### config.mk
export PLATFORM = sky130hd
export DESIGN_NAME = level_sequencer
export DESIGN_NICKNAME = d
export VERILOG_FILES = /design/src/rtl/level_seq_pkg.sv /design/src/rtl/level_sequencer_tick_gen.sv /design/src/rtl/level_sequencer.sv
export SDC_FILE = /design/constraint.sdc
export NUM_CORES = 1
export LEC_CHECK = 0
export ABC_AREA = 1
export BUFFER_PORTS_ARGS = -buffer_cell sky130_fd_sc_hd__buf_4
export CORE_MARGIN = 3
export CORE_UTILIZATION = 30
export CTS_BUF_LIST = sky130_fd_sc_hd__clkbuf_4 sky130_fd_sc_hd__clkbuf_8
export DETAILED_ROUTE_END_ITERATION = 7
export GPL_TIMING_DRIVEN = 0
export PLACE_DENSITY = 0.46
export SLEW_MARGIN = 20
export SYNTH_ARGS = -nofsm -noshare
export SYNTH_HDL_FRONTEND = slang
export SYNTH_SLANG_ARGS = --single-unit
### constraint.sdc
create_clock -name clk -period 6.3 [get_ports clk]
set_clock_uncertainty 0.2 [all_clocks]
set_input_delay 1.26 -clock clk [delete_from_list [all_inputs] [get_ports clk]]
set_output_delay 1.26 -clock clk [all_outputs]
set_load 0.005 [all_outputs]
### src/rtl/level_seq_pkg.sv
// Shared encodings and widths for the level sequencer.
// State codes, level/score widths and the score ceiling.
package level_seq_pkg;

  localparam int STATE_W = 2;
  localparam int LEVEL_W = 4;
  localparam int SCORE_W = 8;

  localparam logic [SCORE_W-1:0] SCORE_MAX = 8'd255;

  typedef enum logic [STATE_W-1:0] {
    S_IDLE   = 2'd0,
    S_RUN    = 2'd1,
    S_PAUSED = 2'd2,
    S_OVER   = 2'd3
  } state_t;

endpackage

### src/rtl/level_sequencer_tick_gen.sv
// Programmable modulo counter producing a registered one-cycle tick.
// Restart has priority over counting; the tick still fires on a restart edge.
module tick_gen #(
  parameter int CNT_W = 26
) (
  input  logic             clk,
  input  logic             rst,
  input  logic             en,
  input  logic             restart,
  input  logic [CNT_W-1:0] period,
  output logic             tick
);

  logic [CNT_W-1:0] cnt;
  logic             hit;

  assign hit = cnt >= (period - CNT_W'(1));

  always_ff @(posedge clk or negedge rst) begin
    if (!rst) begin
      cnt  <= '0;
      tick <= 1'b0;
    end else begin
      tick <= en && hit;
      if (restart)
        cnt <= '0;
      else if (en)
        cnt <= hit ? '0 : cnt + CNT_W'(1);
    end
  end

endmodule

### src/rtl/level_sequencer.sv
// Game-speed controller: session FSM, score/level tracking and tick divider.
// Optional idle-tick timeout is enabled with LEVEL_SEQ_TIMEOUT_EN.
module level_sequencer
  import level_seq_pkg::*;
#(
  parameter int BASE_DIV      = 50_000_000,
  parameter int STEP_DIV      = 4_000_000,
  parameter int MAX_LEVEL     = 9,
  parameter int PTS_PER_LEVEL = 10,
  parameter int CNT_W         = 26,
  parameter int TIMEOUT_TICKS = 32
) (
  input  logic               clk,
  input  logic               rst,
  input  logic               start,
  input  logic               pause,
  input  logic               point,
  input  logic               fail,
  output logic               tick,
  output logic               level_up,
  output logic [LEVEL_W-1:0] curr_level,
  output logic [SCORE_W-1:0] score,
  output logic [STATE_W-1:0] state
);

  localparam int PW =
    (PTS_PER_LEVEL > 1) ? $clog2(PTS_PER_LEVEL) : 1;
  localparam logic [PW-1:0] PTS_LAST = PW'(PTS_PER_LEVEL - 1);
  localparam logic [LEVEL_W-1:0] LVL_MAX = LEVEL_W'(MAX_LEVEL);
  localparam logic [CNT_W-1:0] BASE_C = CNT_W'(BASE_DIV);
  localparam logic [CNT_W-1:0] STEP_C = CNT_W'(STEP_DIV);

  state_t             st;
  state_t             st_d;
  logic [LEVEL_W-1:0] level_d;
  logic [SCORE_W-1:0] score_d;
  logic [PW-1:0]      pcnt;
  logic [PW-1:0]      pcnt_d;
  logic               level_up_d;
  logic               go;
  logic               lvl_chg;
  logic               to_hit;
  logic [CNT_W-1:0]   period_q;
  logic [CNT_W-1:0]   period_d;

  assign state = st;

  always_comb begin
    st_d       = st;
    level_d    = curr_level;
    score_d    = score;
    pcnt_d     = pcnt;
    level_up_d = 1'b0;
    go         = 1'b0;
    lvl_chg    = 1'b0;
    unique case (st)
      S_IDLE, S_OVER: begin
        if (start) begin
          st_d    = S_RUN;
          go      = 1'b1;
          level_d = LEVEL_W'(1);
          score_d = '0;
          pcnt_d  = '0;
        end
      end
      S_RUN: begin
        if (fail || to_hit) begin
          st_d = S_OVER;
        end else begin
          if (pause)
            st_d = S_PAUSED;
          if (point) begin
            if (score != SCORE_MAX)
              score_d = score + SCORE_W'(1);
            if (pcnt == PTS_LAST) begin
              pcnt_d = '0;
              if (curr_level < LVL_MAX) begin
                level_d    = curr_level + LEVEL_W'(1);
                level_up_d = 1'b1;
                lvl_chg    = 1'b1;
              end
            end else begin
              pcnt_d = pcnt + PW'(1);
            end
          end
        end
      end
      S_PAUSED: begin
        if (fail)
          st_d = S_OVER;
        else if (pause)
          st_d = S_RUN;
      end
    endcase
  end

  // Period tracks the level being written this cycle.
  always_comb begin
    period_d = BASE_C - CNT_W'(level_d - LEVEL_W'(1)) * STEP_C;
  end

  always_ff @(posedge clk or negedge rst) begin
    if (!rst) begin
      st         <= S_IDLE;
      curr_level <= LEVEL_W'(1);
      score      <= '0;
      pcnt       <= '0;
      level_up   <= 1'b0;
      period_q   <= BASE_C;
    end else begin
      st         <= st_d;
      curr_level <= level_d;
      score      <= score_d;
      pcnt       <= pcnt_d;
      level_up   <= level_up_d;
      if (level_d != curr_level)
        period_q <= period_d;
    end
  end

`ifdef LEVEL_SEQ_TIMEOUT_EN
  localparam int TW = $clog2(TIMEOUT_TICKS + 1);
  localparam logic [TW-1:0] TO_LIM = TW'(TIMEOUT_TICKS);

  logic [TW-1:0] idle_ticks;

  assign to_hit = (st == S_RUN) && (idle_ticks == TO_LIM);

  always_ff @(posedge clk or negedge rst) begin
    if (!rst) begin
      idle_ticks <= '0;
    end else if (go) begin
      idle_ticks <= '0;
    end else if (st == S_RUN) begin
      if (point)
        idle_ticks <= '0;
      else if (tick && !to_hit)
        idle_ticks <= idle_ticks + TW'(1);
    end
  end
`else
  // Timeout disabled: only fail ends a session.
  assign to_hit = (TIMEOUT_TICKS < 0);
`endif

  tick_gen #(
    .CNT_W(CNT_W)
  ) u_tick_gen (
    .clk    (clk),
    .rst    (rst),
    .en     (st == S_RUN),
    .restart(go || lvl_chg),
    .period (period_q),
    .tick   (tick)
  );

endmodule

==> flow_metrics.tcl <==
set metrics [dict create \
    cts_hold_buf 0 \
    route.detailed.wl_per_inst_um 14.5 \
    dp_hpwl_um 11800 \
    crit_type "primary input to flip-flop" \
    fp.dieW_um 148 \
    endpoint_kind "flip-flop" \
    cts-root-buf "clkbuf_8" \
    critical_path_required_ps 6410 \
    crit_slowest_cell "fa_1" \
    clock_path_buffers 2 \
    fp-row-count 51 \
    ys_top_cells_by_area "dfrtp_1, ha_1, nand2_1" \
    track_usage_pct 16.1 \
    maxCapViolCount 0 \
    synth_top_area_share_pct 21.5 \
    synth_common_cells "nand2_1, inv_1, ha_1" \
    syn_nets 894 \
    n_antenna_cell 0 \
    fmax_mhz 152 \
    worstMarginPinSlew_ps 872 \
    drtIter0Drc 229 \
    timing.final.ws_setup_ps -289 \
    antenna_found_initial 0 \
    cp.arrival_ps 6690 \
    yosysMostFrequentCell "nand2_1" \
    drt-total-wl_um 17100 \
    die-height_um 148 \
    ys_seq_area_share_pct 26.7 \
    synth.largest_area_cell "dfrtp_1" \
    synth_seq_cells 64 \
    grt_pass1_vias 5562 \
    coreArea_mm2 0.0197 \
    async_flop_share_pct 100 \
    synthCells 798 \
    status "finished, violations left" \
    synth_cell_types 42 \
    synth_edf_count 0 \
    start_kind "primary input" \
    clk_pin_slew_ps 80 \
    drive_gt1_share_pct 29.4 \
    grt_max_degree 65 \
    tritoncts "yes" \
    endpoint "period_q[25]" \
    vias_per_cell 4.59 \
    min_from "period_q[21]" \
    slowest_delay_ps 560 \
    grt-ovfl-total 0 \
    postRouteAntennaNets 0 \
    drv_slew 0 \
    synth_area_mm2 0.00607 \
    rsz0062_at_grt "yes" \
    r2r_cells 34 \
    start_util_pct 30.9 \
    crit_start "fail" \
    place_congestion 0.828 \
    grt_pass1_wl_um 28300 \
    max-slew-margin-rel_pct 41.9 \
    clk_latency_ps 370 \
    yosys_warnings 0 \
    numCtsBuffers 9 \
    synth_area_per_cell_um2 7.60 \
    setup_violations 3 \
    stdcell_area_mm2 0.00801 \
    min_path_type "flip-flop to flip-flop" \
    firstDrtPassIters 4 \
    ios 22 \
    clock-sinks 64 \
    fin_crit_ps 6590 \
    reg2reg_slack_ps -140 \
    h-tree-depth 3 \
    port_buffers 21 \
    cp_max_fo 5 \
    vias 5420 \
    dieArea_mm2 0.0220 \
    layout.nets 1008 \
    synthFlopType "dfrtp_1" \
    hold_viol_final 0 \
    violations "setup timing" \
    route.detailed.drc 0 \
    rr_endpoint "period_q[25]" \
    r2r-start "state[0]" \
    placed_area_mm2 0.00667 \
    area_delta_synth_final_pct 32.1 \
    period_share_pct 105 \
]
-- through the flow --
| stage | instances | TNS, ps | hold slack (ps) | utilization (%) | setup slack [ps] |
|---|---|---|---|---|---|
| floorplan | 798 | -2520 | 243 | - | -709 |
| global placement | 1084 | -8940 | 257 | 33.9 | -1880 |
| detailed placement | 1084 | -8660 | 259 | 33.9 | -1890 |
| CTS | 1172 | -591 | 272 | 39.5 | -262 |
| global route | 1182 | -1680 | 283 | 40.8 | -519 |
| finish | 1182 | -590 | 267 | 40.8 | -289 |
-- metal layers --
metal / wire length [um] / track usage (%) / vias to the layer above
met1: 8140 / 21.7 / 2550
met3: 416 / 2.68 / 19
met2: 8240 / 26.5 / 62
met5: 0 / 0 / -
met4: 328 / 4.90 / 0
li1: - / - / 2789
-- flip-flops by register name (all words and copies together) (netlist names) --
name	flops
period_q	18
curr_level	4
state	2
level_up	1
score	8
u_tick_gen.cnt	26
pcnt	4
u_tick_gen.tick	1
-- critical path: cells and delay by family --
family / cells / cell delay (ps)
AO/OA/AOI/OAI: 2 / 380
XOR/XNOR: 1 / 180
adder cells (fa/ha/maj): 7 / 2940
buffers and inverters: 9 / 630
AND/OR/NAND/NOR: 14 / 1300
-- final cells by class --
type                       instances  area, um^2
clock inverter                     6        91.3
inverter                         154         611
tap                              265         332
timing repair inverter             1        8.76
timing repair buffer             102         860
clock buffer                      10         138
fill                            2045       11600
buffer                             8        56.3
sequential                        64        1620
multi-input combinational        572        4300
-- cell usage in the layout (no fill, tap or decap), drive strengths merged, types with 15 or more instances in the layout --
cell type	Yosys	final
a21oi	24	24
buf	5	106
dfrtp	52	52
fa	19	19
ha	71	71
inv	154	154
nand2	167	168
nand3	64	64
nand4	15	15
nor2	67	67
nor3	19	19
o21ai	46	46
o22ai	15	15
xor2	33	33
-- logic make-up (layout without fill, tap and decap cells) --
logic type                 after synthesis  count (layout)  synth area share [%]
AOI/OAI and AO/OA                       96              96                  9.03
xor gates and xnor gates                44              44                  6.60
adders and majority gates               90              90                  20.9
buffers and inverters                  163             281                  10.5
DFF                                     64              64                  26.7
muxes                                    1               1                 0.165
and+or+nand+nor                        340             341                  26.1
-- what timing repair did --
item                                    CTS  global route
resized for setup                        80            46
endpoints found under the setup margin    6            18
gates cloned                              4             0
buffers inserted                         72            16
pin swaps                                56            30
-- how the worst min path moves through the flow --
stage,end,cells past startpoint
2_1_floorplan,period_q[25],2
3_3_place_gp,period_q[25],2
3_5_place_dp,period_q[25],2
4_1_cts,period_q[15],2
5_1_grt,period_q[15],2
6_report,period_q[21],2
Power is left out: the tool's default activity adds up to more than one toggle a clock period on the data nets, which glitch-free logic cannot reach.
